`src/rtl/stream_mux_rr_pkg.sv`:
```
`default_nettype none
// +----------------------------------------------------------------------+
// | Module : stream_mux_rr_pkg                                           |
// | Brief  : Shared constants and helpers for the stream multiplexer     |
// | Rev    : 1.0  initial release                                        |
// +----------------------------------------------------------------------+
package stream_mux_rr_pkg;

  // Arbitration modes selectable through the ARB_MODE parameter
  localparam int ARB_SELECT = 0;
  localparam int ARB_RR     = 1;

  // Ceiling log2 for elaboration-time width derivation
  function automatic int clog2(input int n);
    int r;
    r = 0;
    while ((1 << r) < n) r = r + 1;
    return r;
  endfunction

endpackage
`default_nettype wire

```
`src/rtl/stream_mux_rr_if.sv`:
```
`default_nettype none
// +----------------------------------------------------------------------+
// | Module : stream_mux_rr_if                                            |
// | Brief  : Producer-side and consumer-side handshake bundle of the mux |
// | Rev    : 1.0  initial release                                        |
// +----------------------------------------------------------------------+
interface stream_mux_rr_if
  import stream_mux_rr_pkg::*;
#(
  parameter int WIDTH = 8,
  parameter int N_CH  = 4
);
  localparam int SEL_W = clog2(N_CH);

  logic [N_CH-1:0]       in_valid;
  logic [N_CH*WIDTH-1:0] in_data;
  logic [N_CH-1:0]       in_ready;
  logic [SEL_W-1:0]      sel;
  logic                  out_valid;
  logic [WIDTH-1:0]      out_data;
  logic [SEL_W-1:0]      out_channel;
  logic                  out_ready;

  // Mux side
  modport slave (
    input  in_valid, in_data, sel, out_ready,
    output in_ready, out_valid, out_data, out_channel
  );

  // Producers and downstream consumer side
  modport master (
    output in_valid, in_data, sel, out_ready,
    input  in_ready, out_valid, out_data, out_channel
  );
endinterface
`default_nettype wire

```
`src/rtl/stream_mux_rr_arbiter.sv`:
```
`default_nettype none
// +----------------------------------------------------------------------+
// | Module : rr_arbiter                                                  |
// | Brief  : Combinational round-robin arbiter; pointer marks the first  |
// |          candidate, search wraps through a doubled request vector    |
// | Rev    : 1.0  initial release                                        |
// +----------------------------------------------------------------------+
module rr_arbiter
  import stream_mux_rr_pkg::*;
#(
  parameter  int N_CH  = 4,
  localparam int SEL_W = clog2(N_CH)
) (
  input  logic [N_CH-1:0]  req,
  input  logic [SEL_W-1:0] ptr,
  output logic [N_CH-1:0]  grant,
  output logic [SEL_W-1:0] idx
);

  logic [N_CH-1:0]   w_masked;
  logic [2*N_CH-1:0] w_dbl;
  logic              w_found;

  // Lower half holds requests at or above ptr, upper half the full set,
  // so the first set bit of the doubled vector is the round-robin winner.
  always_comb begin
    w_masked = '0;
    for (int i = 0; i < N_CH; i++) begin
      w_masked[i] = req[i] && (SEL_W'(i) >= ptr);
    end
    w_dbl   = {req, w_masked};
    w_found = 1'b0;
    idx     = '0;
    for (int j = 0; j < 2*N_CH; j++) begin
      if (!w_found && w_dbl[j]) begin
        w_found = 1'b1;
        idx     = SEL_W'(j % N_CH);
      end
    end
    grant = '0;
    for (int i = 0; i < N_CH; i++) begin
      grant[i] = w_found && (idx == SEL_W'(i));
    end
  end

endmodule
`default_nettype wire

```
`src/rtl/stream_mux_rr.sv`:
```
`default_nettype none
// +----------------------------------------------------------------------+
// | Module : stream_mux_rr                                               |
// | Brief  : N-channel registered stream mux, external select or         |
// |          round-robin arbitration, single output stage w/ backpressure|
// | Rev    : 1.0  initial release                                        |
// +----------------------------------------------------------------------+
module stream_mux_rr
  import stream_mux_rr_pkg::*;
#(
  parameter int WIDTH    = 8,
  parameter int N_CH     = 4,
  parameter int ARB_MODE = ARB_RR
) (
  input  logic           clk,
  input  logic           rst_n,
  stream_mux_rr_if.slave bus
);
  localparam int SEL_W = clog2(N_CH);

  logic [N_CH-1:0]  w_grant;
  logic [SEL_W-1:0] w_idx;
  logic             w_load;
  logic             w_xfer;
  logic [WIDTH-1:0] w_mux_data;

  logic             r_out_valid;
  logic [WIDTH-1:0] r_out_data;
  logic [SEL_W-1:0] r_out_channel;

  // The output stage can take a word when empty or being drained now.
  // in_ready is therefore combinational from out_ready and in_valid.
  assign w_load = ~r_out_valid | bus.out_ready;
  assign w_xfer = w_load & (|w_grant);

  generate
    if (ARB_MODE == ARB_RR) begin : g_rr
      logic [SEL_W-1:0] r_ptr;
      logic             w_unused_sel;

      assign w_unused_sel = ^bus.sel;

      rr_arbiter #(.N_CH(N_CH)) u_arb (
        .req   (bus.in_valid),
        .ptr   (r_ptr),
        .grant (w_grant),
        .idx   (w_idx)
      );

      // Pointer moves past the winner only on a real transfer, so a stall never skips a channel
      always_ff @(posedge clk or negedge rst_n) begin
        if (!rst_n) begin
          r_ptr <= '0;
        end else if (w_xfer) begin
          r_ptr <= (w_idx == SEL_W'(N_CH-1)) ? '0 : w_idx + 1'b1;
        end
      end
    end else begin : g_sel
      // Out-of-range select values match no channel and yield no grant
      always_comb begin
        w_grant = '0;
        for (int i = 0; i < N_CH; i++) begin
          w_grant[i] = bus.in_valid[i] && (bus.sel == SEL_W'(i));
        end
      end
      assign w_idx = bus.sel;
    end
  endgenerate

  // AND-OR data selection; grant is one-hot or zero
  always_comb begin
    w_mux_data = '0;
    for (int i = 0; i < N_CH; i++) begin
      w_mux_data = w_mux_data | (bus.in_data[i*WIDTH +: WIDTH] & {WIDTH{w_grant[i]}});
    end
  end

  // Output register: capture winner on load, empty on load without a winner, else hold
  always_ff @(posedge clk or negedge rst_n) begin
    if (!rst_n) begin
      r_out_valid   <= 1'b0;
      r_out_data    <= '0;
      r_out_channel <= '0;
    end else if (w_load) begin
      if (w_xfer) begin
        r_out_valid   <= 1'b1;
        r_out_data    <= w_mux_data;
        r_out_channel <= w_idx;
      end else begin
        r_out_valid   <= 1'b0;
      end
    end
  end

  assign bus.in_ready    = {N_CH{w_load}} & w_grant;
  assign bus.out_valid   = r_out_valid;
  assign bus.out_data    = r_out_data;
  assign bus.out_channel = r_out_channel;

endmodule
`default_nettype wire
```
`src/flat_wrapper.sv`:
```
// flat-port wrapper written by rule: the top's interface ports become plain ports
module stream_mux_rr_flat import stream_mux_rr_pkg::*;
#(
  parameter int WIDTH    = 8,
  parameter int N_CH     = 4,
  parameter int ARB_MODE = ARB_RR
)
  (clk, rst_n, bus_in_valid, bus_in_data, bus_sel, bus_out_ready, bus_in_ready, bus_out_valid, bus_out_data, bus_out_channel);
  stream_mux_rr_if #(.WIDTH(WIDTH), .N_CH(N_CH)) bus_i ();
  input  logic clk;
  input  logic rst_n;
  input wire logic [$bits(bus_i.in_valid)-1:0] bus_in_valid;
  input wire logic [$bits(bus_i.in_data)-1:0] bus_in_data;
  input wire logic [$bits(bus_i.sel)-1:0] bus_sel;
  input wire logic [$bits(bus_i.out_ready)-1:0] bus_out_ready;
  output wire logic [$bits(bus_i.in_ready)-1:0] bus_in_ready;
  output wire logic [$bits(bus_i.out_valid)-1:0] bus_out_valid;
  output wire logic [$bits(bus_i.out_data)-1:0] bus_out_data;
  output wire logic [$bits(bus_i.out_channel)-1:0] bus_out_channel;
  assign bus_i.in_valid = bus_in_valid;
  assign bus_i.in_data = bus_in_data;
  assign bus_i.sel = bus_sel;
  assign bus_i.out_ready = bus_out_ready;
  assign bus_in_ready = bus_i.in_ready;
  assign bus_out_valid = bus_i.out_valid;
  assign bus_out_data = bus_i.out_data;
  assign bus_out_channel = bus_i.out_channel;
  stream_mux_rr #(.WIDTH(WIDTH), .N_CH(N_CH), .ARB_MODE(ARB_MODE)) u_core (.clk(clk), .rst_n(rst_n), .bus(bus_i));
endmodule
```
`config.mk`:
```
export PLATFORM = sky130hd
export DESIGN_NAME = stream_mux_rr_flat
export DESIGN_NICKNAME = d
export VERILOG_FILES = /design/src/rtl/stream_mux_rr_pkg.sv /design/src/rtl/stream_mux_rr_if.sv /design/src/rtl/stream_mux_rr_arbiter.sv /design/src/rtl/stream_mux_rr.sv /design/src/flat_wrapper.sv
export SDC_FILE = /design/constraint.sdc
export NUM_CORES = 1
export LEC_CHECK = 0
export ABC_AREA = 1
export CORE_MARGIN = 8
export CORE_UTILIZATION = 42
export DETAILED_ROUTE_END_ITERATION = 6
export GPL_ROUTABILITY_DRIVEN = 0
export PLACE_DENSITY = 0.86
export SLEW_MARGIN = 15
export SYNTH_ARGS = -nofsm -noshare
export SYNTH_HDL_FRONTEND = slang
export SYNTH_SLANG_ARGS = --single-unit
```
`constraint.sdc`:
```
create_clock -name clk -period 3.25 [get_ports clk]
set_input_delay 0.65 -clock clk [delete_from_list [all_inputs] [get_ports clk]]
set_output_delay 0.65 -clock clk [all_outputs]
set_load 0.05 [all_outputs]
```
==> reports/summary.txt, run 1 <==
Status: finished, final reports clean
Crit path time final: 3060 ps
Vias: 1186
Required @ worst endpoint: 2600 ps
Port bufs: 53
Worst-path clk slew: 80 ps
Post-route DRC: 0
Cell area after synthesis: 1030 um^2
Max Fclk: 326 MHz
Post-Synthesis Cells: 159
Die height: 65.5 um
Power Density: 764 nW/um^2
Setup CP Type: input pin to output pin
VDD IR-drop max: 0.000460 V
Overall Global Routing Usage: 15.3%
Final WL: 3330 um
Root buffer cell: clkbuf_4
Period utilisation layout: 94.3%
Fillers: 195
Number of vias per cell: 4.90
Synthesis-to-layout area growth: 59.0%
Post-DP HPWL: 2700 um
Pin count of the biggest net entering global routing: 26
Yosys warns: 0
Commonest non-fill, non-tap cell in the layout: clkdlybuf4s50_1
CP Launch Type: input pin
Starting Density: 42.8%
Core area: 2410 um^2
Wirelength per Cell: 13.8 um
Crit path capture type: output pin
First-pass GRT wire length: 5240 um
Die ar.: 4300 um^2
Syn Area/Cell: 6.48 um^2
Initial DRC count: 67
Layout cells sized above 1: 9.91%
#FFs+latches synth: 13
Actual slew at the worst max-slew pin: 618 ps
Clock sinks: 13
Final ANT Viol Nets: 0
Hold slack: 498 ps
Top fanout value on the critical path: 4
Mapped Nets: 204
GRT overflow: 0
Initial antenna violation count: 0
DRT Pass-1 Iters: 4
Data arrival time of the worst path: 2410 ps
Setup Total Neg Slack: 0 ps
H-tree lvl count: 1
Vias in the first global route: 1216
Clock Latency Late Sink: 280 ps
Setup violators final: 0
Die width: 65.5 um
Type of the most critical hold path: flop to flop
RSZ-0062 raised after global routing: false
Total Power: 1.25 mW
Nets: 258
Max_cap viols: 0
Yosys cell types: 19
Deepest clock path buffer count: 2
Post-synthesis sequential area ratio: 31.6%
Pins over their slew limit: 0
Final hold violations: 0
Most frequent cells in the layout: clkdlybuf4s50_1, nand2_1, nor2_1, nand3_1, inv_1
CTS tree: built
Layout Skew: 7.16 ps
Rows: 18
TritonCTS Buffers: 3
Slew HR: 58.7%
I/O pin count: 56
Leak: 0.837 nW
Antenna cells: 0
==> worst paths after layout <==
path                                           start                        end  slack (ps)  cells after the start
max                                  bus_in_valid[2]            bus_in_ready[1]         190                     10
min                        u_core.bus.out_channel[0]  u_core.bus.out_channel[0]         500                      2
max reg2reg                     u_core.g_rr.r_ptr[1]     u_core.bus.out_data[4]        1220                     13
min reg2reg                u_core.bus.out_channel[0]  u_core.bus.out_channel[0]         500                      2
max in group asynchronous                      rst_n       u_core.g_rr.r_ptr[0]        2100                      1
min in group asynchronous                      rst_n     u_core.bus.out_data[4]         750                      1
==> report_power, final <==
part           switching [mW]  internal [mW]  total (mW)
Combinational           0.549          0.329       0.878
Clock                  0.0553         0.0476       0.103
Sequential             0.0394          0.232       0.271
==> layout make-up <==
| class | instances | area [um^2] | share of cell area (%) |
|---|---|---|---|
| sequential | 13 | 325 | 19.8 |
| multi-input combinational | 116 | 564 | 34.4 |
| clock buffer | 4 | 26.3 | 1.60 |
| timing repair buffer | 57 | 601 | 36.6 |
| tap | 30 | 37.5 | 2.29 |
| inverter | 22 | 85.1 | 5.19 |
==> metrics by stage <==
step	area, um^2	setup slack, ps	util (%)	std cells
after detailed placement	1610	122	66.8	238
after floorplan	1030	265	-	159
after CTS	1640	111	67.9	242
after global routing	1640	85.8	68.0	242
final	1640	186	68.0	242
after global placement	1610	231	66.8	238
==> layer usage <==
layer | GRT usage (%) | vias to the layer above | share of wire (%)
met5 | 0 | - | 0
met4 | 5.99 | 0 | 1.7
met3 | 4.76 | 8 | 8.1
met2 | 29.0 | 43 | 52
met1 | 14.9 | 542 | 38
li1 | - | 593 | -
==> flip-flops by register name (all words and copies together), names as in the netlist <==
signal                  count
u_core.bus.out_channel      2
u_core.bus.out_data         8
u_core.bus.out_valid        1
u_core.g_rr.r_ptr           2
==> synthesized netlist by cell type <==
| cell type | number | share of area, % |
|---|---|---|
| buf_6 | 2 | 2.2 |
| inv_1 | 21 | 7.6 |
| clkbuf_1 | 4 | 1.5 |
| nand2_1 | 38 | 14 |
| nor2_1 | 36 | 13 |
| nand2_2 | 3 | 1.8 |
| o21a_1 | 1 | 0.73 |
| buf_8 | 1 | 1.5 |
| ha_1 | 4 | 4.9 |
| nor2_4 | 1 | 1.1 |
| nand3_4 | 1 | 1.7 |
| inv_4 | 1 | 0.61 |
| o21ai_1 | 2 | 0.97 |
| nand2_8 | 1 | 1.9 |
| dfrtp_1 | 13 | 32 |
| nand3_1 | 25 | 12 |
| nor2_2 | 2 | 1.2 |
| o21ai_0 | 2 | 0.97 |
| buf_4 | 1 | 0.73 |
==> cell families (layout without fill, tap and decap cells) <==
group	after synthesis	in the layout	synth area share, %
AND/OR/NAND/NOR	107	107	46.8
flip-flops	13	13	31.6
buffers and inverters	30	83	14.1
AO/OA/AOI/OAI	5	5	2.67
adder cells (fa/ha/maj)	4	4	4.85
==> critical path: stages <==
cell,delay (ps)
clkdlybuf4s50_1,460
nand2_2,110
nand2_2,80
nor2_4,160
nand2_1,90
o21ai_2,230
ha_1,230
inv_1,50
nor2_1,190
buf_12,170
==> timing repair <==
action / CTS / global route
buffers inserted: 0 / 0
gates resized for setup: 0 / 1
endpoints found under the setup margin: 0 / 2
hold buffers: 0 / 0
Power figures use the tool's default switching activity.
==> run 2: changes to the inputs <==
- CELL_PAD_IN_SITES_DETAIL_PLACEMENT: not set -> 0
- CELL_PAD_IN_SITES_GLOBAL_PLACEMENT: not set -> 2
- CORE_UTILIZATION: 42 -> 20
- PLACE_DENSITY: 0.86 -> not set
- PLACE_DENSITY_LB_ADDON: not set -> 0.1
- SYNTH_HIERARCHICAL: not set -> 1
==> run 2 against run 1 <==
  * Die area grew 88%
  * Utilization shrank 35 points
  * Clock skew shrank 4.9 ps
  * Clock power grew 36%
  * Cell area grew 8.2%
  * First-iteration DRC count shrank 55%
  * Worst hold slack lost 20 ps
  * Non-clock buffer count grew 1
  * Area after synthesis grew 5.8%
  * Combinational power grew 30%
  * Register-to-register slack lost 40 ps
  * Worst setup slack gained 200 ps
  * Highest routed layer unchanged
==> reports/summary.txt, run 2 <==
Vias in the first global route: 1241
Worst r2r dst: u_core/bus.out_data[5]
Net Sw Frac: 52.8%
Worst Hold Depth: 2
Setup CP Type: input pin to output pin
Die height: 89.9 um
Combinational share of power: 72.5%
Crit path time final: 2870 ps
Crit path max-delay cell type: clkdlybuf4s50_1
Synth cell count leaders: nand2_1, inv_1, dfrtp_1
Cts hold-fix bufs: 0
Worst R2R Start: u_core/g_rr.r_ptr[0]
Layout cells sized above 1: 11.8%
Post-DP HPWL: 2760 um
Most frequent cells in the layout: nand2_1, clkdlybuf4s50_1, inv_1, dfrtp_1, nor2_1
Top FF cell, synth: dfrtp_1
Post-synthesis sequential area ratio: 29.8%
Commonest non-fill, non-tap cell in the layout: nand2_1
Hold path startpoint: u_core/bus.out_channel[1]
Max_cap viols: 0
Post-route DRC: 0
Slowest stage delay, CP: 530 ps
Type of the most critical hold path: flop to flop
Initial antenna violation count: 0
#FFs+latches synth: 13
Synthesis-to-layout area growth: 62.6%
Top-area cell type share of the netlist area: 36.1%
Antenna cells: 0
Post-Synthesis Cells: 181
Rows: 27
Post-synth top area cell: nand2_1
Final hold violations: 0
First-pass GRT wire length: 5660 um
VDD IR-drop max: 0.000387 V
Crit-path cells: clkdlybuf4s50_1 -> nand2_1 -> nand2_4 -> inv_2 -> nand2_1 -> nand2_4 -> nor2_1 -> inv_1 -> nor2_1 -> buf_12
GRT overflow: 0
Top-count cell post-synth: nand2_1
Setup Total Neg Slack: 0 ps
Final Util: 33.0%
Pint: 740 uW
CP Buf/Inv Count: 4
Asr flop ratio synth: 100%
Status: finished, final reports clean
Data arrival time of the worst path: 2220 ps
Final ANT Viol Nets: 0
Cell area after synthesis: 1090 um^2
Period utilisation layout: 88.2%
Slew HR: 60.3%
Mapped Nets: 223
Starting Density: 20.3%
Seq pwr share: 18.6%
Core area: 5370 um^2
Yosys warns: 6
DRT Pass-1 Iters: 4
Final WL: 3410 um
TritonCTS Buffers: 3
Initial DRC count: 30
Yosys cell types: 16
Worst-path clk slew: 50 ps
Layout Skew: 2.25 ps
Required @ worst endpoint: 2600 ps
CTS tree: built
Max reg flops: 8
Reg2Reg Setup Slack: 1180 ps
Pins over their slew limit: 0
Port bufs: 53
Max Fclk: 349 MHz
Switch Pwr: 828 uW
Number of synthesized flops with an enable pin: 0
Pin count of the biggest net entering global routing: 14
Worst Hold Path EP: u_core/bus.out_channel[1]
Top Family by Delay on Critical Path: buffers and inverters
Leak: 0.936 nW
Overall Global Routing Usage: 8.63%
Die ar.: 8070 um^2
Top fanout value on the critical path: 5
Actual slew at the worst max-slew pin: 593 ps
I/O pin count: 56
Vias: 1165
Clock sinks: 13
Area contributors post-synth: nand2_1, dfrtp_1, inv_1
Die width: 89.9 um
Post-CTS Setup Inserts: 0
Clock Latency Late Sink: 240 ps
Crit path capture type: output pin
RSZ-0062 raised after global routing: false
H-tree lvl count: 1
Deepest clock path buffer count: 2
Syn Area/Cell: 6.03 um^2
CP Launch Type: input pin
R2r worst-path depth: 13
Gates resized, CTS repair: 0
Setup violators final: 0
Clk pwr share: 8.9%
Power Density: 884 nW/um^2
Root buffer cell: clkbuf_8
Wirelength per Cell: 11.0 um
Number of vias per cell: 3.77
Nets: 280
[run 2: cell types whose count changed in the layout (fill, tap and decap cells not counted), moves of 3 or more]
cell,before,now
inv_1,21,27
ha_1,4,1
nor2_1,36,10
nand2_4,0,4
clkbuf_8,0,3
nand2_1,38,105
clkbuf_4,3,0
nand3_1,25,3
[run 2: worst reg2reg max path, stage by stage, from the launching register on]
cell and delay (ps):
dfrtp_1 400, nor2_1 120, nand2_1 100, nand2_4 110, inv_2 40, nand2_1 90, nand2_4 80, nor2_1 160
buf_4 220, nor2_4 60, a21oi_2 310, buf_4 210, nand2_1 50, nand2_1 50
[run 2: power groups by stage]
stage	clock network [mW]	registers, mW	logic (mW)
final	0.140	0.292	1.14
after global routing	0.155	0.306	1.26
after CTS	0.145	0.296	1.16
after detailed placement	0	0.298	1.16
after global placement	0	0.298	1.15
after floorplan	0	0.505	0.584
[run 2: metrics by stage]
step | cells | power (mW) | cell area, um^2 | hold WS, ps | setup slack, ps
6_report | 309 | 1.57 | 1770 | 478 | 384
3_5_place_dp | 305 | 1.45 | 1730 | 467 | 393
3_3_place_gp | 305 | 1.45 | 1730 | 464 | 383
2_1_floorplan | 181 | 1.09 | 1090 | 354 | 555
4_1_cts | 309 | 1.60 | 1770 | 483 | 377
5_1_grt | 309 | 1.72 | 1770 | 517 | 241
[run 2: cells by family (layout without fill, tap and decap cells)]
logic type	count (synthesis)	after routing	synth area share, %
and+or+nand+nor	131	131	52.8
AOI/OAI and AO/OA	1	1	0.803
DFF	13	13	29.8
adders and majority gates	1	1	1.15
buffers and inverters	35	91	15.5
[run 2: cell type report]
| cell class | count | area [um^2] |
|---|---|---|
| clock buffer | 4 | 45.0 |
| fill | 564 | 3600 |
| inverter | 29 | 109 |
| multi-input combinational | 133 | 597 |
| sequential | 13 | 325 |
| tap | 72 | 90.1 |
| timing repair buffer | 58 | 608 |
[run 2: per-layer routing]
| layer | vias to the layer above | wire length, um | GRT usage [%] |
|---|---|---|---|
| met5 | - | 0 | 0 |
| met1 | 506 | 1440 | 8.85 |
| met4 | 0 | 12 | 1.53 |
| met3 | 2 | 192 | 3.49 |
| li1 | 628 | - | - |
| met2 | 29 | 1770 | 16.1 |
[run 2: worst max-delay path by stage]
stage	from	end	slack, ps	depth (start not counted)
5_1_grt	bus_in_valid[1]	bus_in_ready[1]	240	11
2_1_floorplan	bus_in_valid[1]	bus_in_ready[1]	560	10
3_3_place_gp	bus_in_valid[1]	bus_in_ready[0]	380	10
4_1_cts	bus_in_valid[1]	bus_in_ready[0]	380	10
6_report	bus_in_valid[1]	bus_in_ready[0]	380	10
3_5_place_dp	bus_in_valid[1]	bus_in_ready[0]	390	10
==> run 3: changes to the inputs <==
- CTS_CLUSTER_DIAMETER: not set -> 30
==> results of run 3 <==
The final DEF is identical to that of run 2; final timing and power are the same.
